**src/rtl/network_div_pkg.sv**
```systemverilog
// Shared widths, FSM state encoding and quotient limits for the sequential signed divider.
package network_div_pkg;

  localparam int DIVIDEND_W = 29;
  localparam int DIVISOR_W  = 13;
  localparam int QUOT_W     = 16;
  localparam int CNT_W      = $clog2(DIVIDEND_W);

  typedef enum logic [1:0] {
    IDLE,
    CALC,
    FIX,
    DONE
  } state_t;

  localparam logic signed [QUOT_W-1:0] QUOT_MAX = {1'b0, {(QUOT_W-1){1'b1}}};
  localparam logic signed [QUOT_W-1:0] QUOT_MIN = {1'b1, {(QUOT_W-1){1'b0}}};

endpackage

```
**src/rtl/network_div_fix.sv**
```systemverilog
// Combinational sign restore and saturation of the unsigned divider result.
// The remainder path exists only when NETWORK_DIV_REM_EN is defined.
module network_div_fix
  import network_div_pkg::*;
(
  input  logic [DIVIDEND_W:0]  q_mag,
  input  logic                 neg_n,
  input  logic                 neg_d,
  input  logic                 dbz,
`ifdef NETWORK_DIV_REM_EN
  input  logic [DIVISOR_W-1:0] rem_mag,
  input  logic [DIVISOR_W-1:0] dvd_lo,
  output logic [DIVISOR_W-1:0] rem,
`endif
  output logic [QUOT_W-1:0]    quot,
  output logic                 sat
);

  localparam logic [DIVIDEND_W:0] POS_LIM =
    {{(DIVIDEND_W-QUOT_W+2){1'b0}}, {(QUOT_W-1){1'b1}}};
  localparam logic [DIVIDEND_W:0] NEG_LIM = POS_LIM + 1'b1;

  // Returns {clipped, quotient}; a negative result may reach exactly -2^(QUOT_W-1).
  function automatic logic [QUOT_W:0] sat_quot(input logic [DIVIDEND_W:0] mag,
                                               input logic neg);
    logic signed [QUOT_W-1:0] q;
    if (neg) begin
      if (mag > NEG_LIM) return {1'b1, QUOT_MIN};
      q = -$signed(mag[QUOT_W-1:0]);
      return {1'b0, q};
    end
    if (mag > POS_LIM) return {1'b1, QUOT_MAX};
    q = $signed(mag[QUOT_W-1:0]);
    return {1'b0, q};
  endfunction

`ifdef NETWORK_DIV_REM_EN
  function automatic logic signed [DIVISOR_W-1:0] apply_sign(input logic [DIVISOR_W-1:0] mag,
                                                             input logic neg);
    logic signed [DIVISOR_W-1:0] m;
    m = $signed(mag);
    return neg ? -m : m;
  endfunction
`endif

  always_comb begin
    {sat, quot} = sat_quot(q_mag, neg_n ^ neg_d);
    if (dbz) begin
      quot = neg_n ? QUOT_MIN : QUOT_MAX;
      sat  = 1'b0;
    end
`ifdef NETWORK_DIV_REM_EN
    rem = dbz ? dvd_lo : apply_sign(rem_mag, neg_n);
`endif
  end

endmodule

```
**src/rtl/network_div_seq_29s_13s_16.sv**
```systemverilog
// Radix-2 restoring signed divider, 29s / 13s -> 16s saturated, one quotient bit per cycle.
// Define NETWORK_DIV_REM_EN to expose the signed remainder on m_rem.
module network_div_seq_29s_13s_16
  import network_div_pkg::*;
(
  input  logic                  ap_clk,
  input  logic                  ap_rst,
  input  logic                  s_valid,
  output logic                  s_ready,
  input  logic [DIVIDEND_W-1:0] s_dividend,
  input  logic [DIVISOR_W-1:0]  s_divisor,
  output logic                  m_valid,
  input  logic                  m_ready,
  output logic [QUOT_W-1:0]     m_quot,
  output logic                  m_sat,
  output logic                  m_dbz
`ifdef NETWORK_DIV_REM_EN
  ,
  output logic [DIVISOR_W-1:0]  m_rem
`endif
);

  state_t                 state;
  logic [CNT_W-1:0]       cnt;

  logic [DIVIDEND_W:0]    dvd_mag;
  logic [DIVISOR_W:0]     dvs_mag;
  logic [DIVIDEND_W:0]    q_mag;
  logic [DIVISOR_W:0]     rem_p;
  logic                   neg_n;
  logic                   neg_d;
  logic                   dbz;
`ifdef NETWORK_DIV_REM_EN
  logic [DIVISOR_W-1:0]   dvd_lo;
  logic [DIVISOR_W-1:0]   fix_rem;
`endif

  logic [DIVISOR_W+1:0]   trial;
  logic [DIVISOR_W:0]     diff;
  logic                   take;
  logic [QUOT_W-1:0]      fix_quot;
  logic                   fix_sat;

  // One extra bit so the most negative operands have exact magnitudes.
  function automatic logic [DIVIDEND_W:0] abs_dvd(input logic [DIVIDEND_W-1:0] v);
    logic signed [DIVIDEND_W:0] e;
    e = $signed({v[DIVIDEND_W-1], v});
    return (e < 0) ? -e : e;
  endfunction

  function automatic logic [DIVISOR_W:0] abs_dvs(input logic [DIVISOR_W-1:0] v);
    logic signed [DIVISOR_W:0] e;
    e = $signed({v[DIVISOR_W-1], v});
    return (e < 0) ? -e : e;
  endfunction

  always_comb begin
    trial = {rem_p, dvd_mag[cnt]};
    take  = (trial >= {1'b0, dvs_mag});
    diff  = trial[DIVISOR_W:0] - dvs_mag;
  end

  network_div_fix u_fix (
    .q_mag   (q_mag),
    .neg_n   (neg_n),
    .neg_d   (neg_d),
    .dbz     (dbz),
`ifdef NETWORK_DIV_REM_EN
    .rem_mag (rem_p[DIVISOR_W-1:0]),
    .dvd_lo  (dvd_lo),
    .rem     (fix_rem),
`endif
    .quot    (fix_quot),
    .sat     (fix_sat)
  );

  // Operand capture and shift datapath; these registers carry no reset.
  always_ff @(posedge ap_clk) begin
    if (state == IDLE && s_valid) begin
      dvd_mag <= abs_dvd(s_dividend);
      dvs_mag <= abs_dvs(s_divisor);
      neg_n   <= s_dividend[DIVIDEND_W-1];
      neg_d   <= s_divisor[DIVISOR_W-1];
      dbz     <= (s_divisor == '0);
`ifdef NETWORK_DIV_REM_EN
      dvd_lo  <= s_dividend[DIVISOR_W-1:0];
`endif
      q_mag   <= '0;
      rem_p   <= '0;
    end else if (state == CALC) begin
      q_mag   <= {q_mag[DIVIDEND_W-1:0], take};
      rem_p   <= take ? diff : trial[DIVISOR_W:0];
    end
  end

  // Control FSM and registered result outputs.
  always_ff @(posedge ap_clk) begin
    if (ap_rst) begin
      state   <= IDLE;
      cnt     <= '0;
      s_ready <= 1'b1;
      m_valid <= 1'b0;
      m_quot  <= '0;
      m_sat   <= 1'b0;
      m_dbz   <= 1'b0;
`ifdef NETWORK_DIV_REM_EN
      m_rem   <= '0;
`endif
    end else begin
      case (state)
        IDLE: begin
          if (s_valid) begin
            cnt     <= CNT_W'(DIVIDEND_W-1);
            s_ready <= 1'b0;
            state   <= CALC;
          end
        end
        CALC: begin
          cnt <= cnt - 1'b1;
          if (cnt == '0) state <= FIX;
        end
        FIX: begin
          m_quot  <= fix_quot;
          m_sat   <= fix_sat;
          m_dbz   <= dbz;
`ifdef NETWORK_DIV_REM_EN
          m_rem   <= fix_rem;
`endif
          m_valid <= 1'b1;
          state   <= DONE;
        end
        DONE: begin
          if (m_ready) begin
            m_valid <= 1'b0;
            s_ready <= 1'b1;
            state   <= IDLE;
          end
        end
        default: state <= IDLE;
      endcase
    end
  end

endmodule

```
**config.mk**
```make
export PLATFORM = sky130hd
export DESIGN_NAME = network_div_seq_29s_13s_16
export DESIGN_NICKNAME = d
export VERILOG_FILES = /design/src/rtl/network_div_pkg.sv /design/src/rtl/network_div_fix.sv /design/src/rtl/network_div_seq_29s_13s_16.sv
export SDC_FILE = /design/constraint.sdc
export NUM_CORES = 1
export LEC_CHECK = 0
export ABC_AREA = 1
export CAP_MARGIN = 25
export CORE_MARGIN = 10
export CORE_UTILIZATION = 53
export CTS_CLUSTER_DIAMETER = 120
export DETAILED_ROUTE_END_ITERATION = 7
export PLACE_DENSITY = 0.75
export SYNTH_ARGS = -nofsm -noshare
export SYNTH_HDL_FRONTEND = slang
export SYNTH_SLANG_ARGS = --single-unit
```
**constraint.sdc**
```tcl
create_clock -name ap_clk -period 2.45 [get_ports ap_clk]
set_clock_uncertainty 0.15 [all_clocks]
set_input_delay 0.735 -clock ap_clk [delete_from_list [all_inputs] [get_ports ap_clk]]
set_output_delay 0.735 -clock ap_clk [all_outputs]
set_load 0.05 [all_outputs]
```
==> impl_metrics.sql <==
INSERT INTO impl_metrics (metric_group, metric, value, unit) VALUES
('timing', 'grt_setup_unrepaired', 'true', ''),
('clock_tree', 'clock-root-buffer', 'sky130_fd_sc_hd__clkbuf_16', ''),
('detailed_routing', 'detail_route.wirelength', '18.72', 'mm'),
('layout', 'post_route_cells_drive_above_1_share', '0.1683', ''),
('power', 'p_comb_frac', '0.491', ''),
('timing', 'worst_hold_slack', '0.3120', 'ns'),
('power', 'finalPower', '11470', 'uW'),
('power', 'power.sequential.fraction', '0.285', ''),
('logic_synthesis', 'largest_family_of_logic_cells_by_synthesized_area', 'simple AND/OR/NAND/NOR gates', ''),
('logic_synthesis', 'synth_cell_type_count', '44', ''),
('power', 'p_per_area', '1164', 'mW/mm2'),
('global_routing', 'grt_pass1_wl', '31.82', 'mm'),
('logic_synthesis', 'ys_ff_latch', '118', ''),
('critical_path', 'cp-end-kind', 'flip-flop', ''),
('detailed_routing', 'route.antenna.remaining_nets', '0', ''),
('timing', 'fmaxAchievable', '367.9', 'MHz'),
('floorplanning', 'die_height', '139.4', 'um'),
('job', 'cap_viol_max_count', '0', ''),
('timing', 'final-max-slew-violation-count', '0', ''),
('detailed_routing', 'detailedRoute.firstPassIterationCount', '6', ''),
('timing', 'worst-slew-pin-transition', '0.5764', 'ns'),
('global_routing', 'globalRoute.totalOverflow', '0', ''),
('detailed_routing', 'via_count_of_the_routed_design', '7346', ''),
('placement', 'place_inst', '1397', ''),
('floorplanning', 'core_area', '0.01393', 'mm2'),
('clock_tree', 'clk-insertion-delay-late', '0.42', 'ns'),
('clock_tree', 'cts_hold_buf', '0', ''),
('floorplanning', 'floorplan.initialDensity', '0.5422', ''),
('placement', 'gp_congestion', '0.9231', ''),
('logic_synthesis', 'synth_top_flop_cell', 'sky130_fd_sc_hd__dfxtp_1', ''),
('worst_hold_path', 'worstHoldPathType', 'flip-flop to flip-flop', ''),
('logic_synthesis', 'synth-edff-count', '47', ''),
('power', 'clock_power_share', '0.224', ''),
('timing', 'setup_viol', '15', ''),
('power', 'power_report.internal_total', '6596', 'uW'),
('power', 'net-switching-power', '4872', 'uW'),
('layout', 'num_antenna_cells', '0', ''),
('logic_synthesis', 'post_synth_instance_area', '0.007555', 'mm2'),
('critical_path', 'reg2reg_setup_slack', '-0.27', 'ns'),
('critical_path', 'crit_type', 'flip-flop to flip-flop', ''),
('critical_path', 'worst_ep_required_time', '2.67', 'ns'),
('logic_synthesis', 'synth_area_per_cell', '6.887', 'um2'),
('layout', 'syn_to_final_growth', '30.39', '%'),
('critical_path', 'cp_data_arrival_time', '2.94', 'ns'),
('placement', 'dp.final_hpwl', '13.65', 'mm'),
('detailed_routing', 'drt_drc_violations_left', '0', ''),
('global_routing', 'number_of_antenna_violations_at_the_first_check_in_global_routing', '0', ''),
('power', 'vdd_ir_drop_max', '0.6712', 'mV'),
('floorplanning', 'fp.dieArea', '0.01943', 'mm2'),
('timing', 'post-route-worst-setup-slack', '-0.2680', 'ns'),
('placement', 'place_area', '0.009017', 'mm2'),
('logic_synthesis', 'synthCells', '1097', ''),
('logic_synthesis', 'synthesized_area_fraction_occupied_by_ao_oa_aoi_and_oai_cells', '0.09854', ''),
('logic_synthesis', 'synth.mux.area_fraction', '0', ''),
('detailed_routing', 'detail_route.iter0.violations', '486', ''),
('status', 'violations', 'setup timing', ''),
('logic_synthesis', 'async_flop_share', '0', ''),
('power', 'swShare', '0.4248', ''),
('critical_path', 'crit_path_start_kind', 'flip-flop', ''),
('floorplanning', 'die_x', '139.4', 'um'),
('floorplanning', 'placement_rows', '43', ''),
('clock_tree', 'htree_levels', '4', ''),
('layout', 'final_net_count', '1311', ''),
('clock_tree', 'tritoncts.num_buffers', '17', ''),
('clock_tree', 'clock_sinks', '118', ''),
('logic_synthesis', 'synth_fa_ha_area_frac', '0.04074', ''),
('detailed_routing', 'vias_per_cell', '5.123', ''),
('clock_tree', 'cts.reportedPaths.clkPinSlew', '0.05', 'ns'),
('status', 'outcome', 'complete, but fails checks', ''),
('clock_tree', 'clk_path_buf_depth', '2', ''),
('placement', 'io_buffer_count', '65', '');
flip-flops by register name, indices dropped and copies added, names as in the netlist:
signal / count
cnt: 5
dbz: 1
dvd_mag: 30
dvs_mag: 14
m_dbz: 1
m_quot: 16
m_sat: 1
m_valid: 1
neg_d: 1
neg_n: 1
q_mag: 30
rem_p: 14
s_ready: 1
state: 2
layout by cell type (no fill, tap or decap), types with 9 or more instances in the layout:
| master | netlist | routed |
|---|---|---|
| sky130_fd_sc_hd__buf_4 | 2 | 87 |
| sky130_fd_sc_hd__nand2_2 | 2 | 14 |
| sky130_fd_sc_hd__dfxtp_1 | 71 | 70 |
| sky130_fd_sc_hd__nand4_1 | 11 | 11 |
| sky130_fd_sc_hd__nand2_1 | 303 | 288 |
| sky130_fd_sc_hd__a21oi_2 | 11 | 12 |
| sky130_fd_sc_hd__nor3_1 | 10 | 9 |
| sky130_fd_sc_hd__nor2_2 | 5 | 10 |
| sky130_fd_sc_hd__inv_2 | 8 | 10 |
| sky130_fd_sc_hd__o21ai_0 | 69 | 67 |
| sky130_fd_sc_hd__clkbuf_16 | 0 | 20 |
| sky130_fd_sc_hd__clkdlybuf4s50_1 | 0 | 43 |
| sky130_fd_sc_hd__dlygate4sd2_1 | 0 | 19 |
| sky130_fd_sc_hd__nor2_1 | 151 | 143 |
| sky130_fd_sc_hd__a21oi_1 | 41 | 40 |
| sky130_fd_sc_hd__edfxtp_1 | 47 | 47 |
| sky130_fd_sc_hd__ha_1 | 23 | 20 |
| sky130_fd_sc_hd__xor2_1 | 34 | 34 |
| sky130_fd_sc_hd__inv_1 | 129 | 125 |
| sky130_fd_sc_hd__nand3_1 | 88 | 87 |
| sky130_fd_sc_hd__xnor2_1 | 13 | 12 |
per-stage QoR:
stage | util | setup WS, ns
after floorplan | - | 0.001682
after global placement | 0.6471 | -0.3363
after detailed placement | 0.6471 | -0.3703
after CTS | 0.6995 | -0.1523
after global routing | 0.7069 | -0.4095
final | 0.7069 | -0.2680
routing by layer:
metal	vias up	wire (um)	track usage
met4	0	373	0.08731
met2	236	8755	0.3115
met1	3286	8433	0.2364
li1	3790	-	-
met5	-	0	0
met3	34	1159	0.04457
critical path, stage by stage (launching register included):
cell,delay [ns]
sky130_fd_sc_hd__dfxtp_4,0.42
sky130_fd_sc_hd__buf_12,0.16
sky130_fd_sc_hd__nor2_4,0.05
sky130_fd_sc_hd__nor3_2,0.13
sky130_fd_sc_hd__o21ai_1,0.11
sky130_fd_sc_hd__nand2_2,0.09
sky130_fd_sc_hd__nand2_2,0.07
sky130_fd_sc_hd__nand2_2,0.10
sky130_fd_sc_hd__nand2_4,0.07
sky130_fd_sc_hd__ha_4,0.16
sky130_fd_sc_hd__fa_2,0.34
sky130_fd_sc_hd__nor2_2,0.13
sky130_fd_sc_hd__nor2_2,0.07
sky130_fd_sc_hd__inv_1,0.06
sky130_fd_sc_hd__nand2_1,0.04
sky130_fd_sc_hd__nand2_1,0.07
sky130_fd_sc_hd__xor2_1,0.19
sky130_fd_sc_hd__nand2_1,0.08
sky130_fd_sc_hd__nand3_1,0.07
sky130_fd_sc_hd__nand2_1,0.05
sky130_fd_sc_hd__inv_1,0.05
layout make-up:
class / count / area [um2] / area share
Timing Repair Buffer: 161 / 1449 / 0.1471
Inverter: 138 / 526.8 / 0.05347
Sequential cell: 118 / 2836 / 0.2879
Tap cell: 180 / 225.2 / 0.02286
Multi-Input combinational cell: 805 / 4185 / 0.4249
Clock buffer: 27 / 576.8 / 0.05855
Clock inverter: 5 / 51.30 / 0.005208
Yosys cell counts (2+ instances only):
cell,instances,area (um2)
sky130_fd_sc_hd__o21ai_0,69,345.3
sky130_fd_sc_hd__inv_2,8,30.03
sky130_fd_sc_hd__dfxtp_1,71,1421
sky130_fd_sc_hd__or2_2,5,31.28
sky130_fd_sc_hd__edfxtp_1,47,1411
sky130_fd_sc_hd__nand2_2,2,12.51
sky130_fd_sc_hd__ha_1,23,287.8
sky130_fd_sc_hd__clkbuf_1,21,78.83
sky130_fd_sc_hd__nand3_1,88,440.4
sky130_fd_sc_hd__xor2_1,34,297.8
sky130_fd_sc_hd__a31oi_1,2,12.51
sky130_fd_sc_hd__o21ai_1,3,15.01
sky130_fd_sc_hd__buf_4,2,15.01
sky130_fd_sc_hd__xnor2_1,13,113.9
sky130_fd_sc_hd__nor2_2,5,31.28
sky130_fd_sc_hd__a21oi_2,11,96.34
sky130_fd_sc_hd__a211oi_1,3,22.52
sky130_fd_sc_hd__a21oi_1,41,205.2
sky130_fd_sc_hd__nand3_2,6,60.06
sky130_fd_sc_hd__nor3_2,3,30.03
sky130_fd_sc_hd__inv_1,129,484.2
sky130_fd_sc_hd__buf_2,11,55.05
sky130_fd_sc_hd__nand2_1,303,1137
sky130_fd_sc_hd__nor2_1,151,566.8
sky130_fd_sc_hd__nand4_1,11,68.82
sky130_fd_sc_hd__nor3_1,10,50.05
sky130_fd_sc_hd__nor2_4,3,33.78
sky130_fd_sc_hd__nand3b_1,6,45.04
cells by family after synthesis:
logic type | Yosys count
other cells | 1
buf+inv | 175
fa+ha+maj | 24
simple gates | 597
flops | 118
compound gates | 134
xor+xnor | 48
worst paths after layout:
check / startpoint / end / cells past startpoint
worst max-delay path: cnt[0]$_SDFFE_PP0P_ / rem_p[8]$_SDFFE_PP0P_ / 20
worst min-delay path: m_sat$_SDFFE_PP0P_ / m_sat$_SDFFE_PP0P_ / 2
worst min register to register: m_sat$_SDFFE_PP0P_ / m_sat$_SDFFE_PP0P_ / 2
worst max register to register: cnt[0]$_SDFFE_PP0P_ / rem_p[8]$_SDFFE_PP0P_ / 20
power groups by stage:
stage / registers, uW / logic [uW] / clock network [uW]
2_1_floorplan: 3500 / 3500 / 0
3_5_place_dp: 3260 / 5280 / 0
5_1_grt: 3350 / 6360 / 2670
6_report: 3270 / 5630 / 2570
3_3_place_gp: 3240 / 5190 / 0
4_1_cts: 3260 / 5470 / 2590
timing repair:
item                                    in CTS  in global routing
resized for setup                           44                 31
setup buffers                                1                  2
gates cloned                                 2                  0
pin swaps                                   13                 30
endpoints found under the setup margin      34                 21
Power figures use the tool's default switching activity.
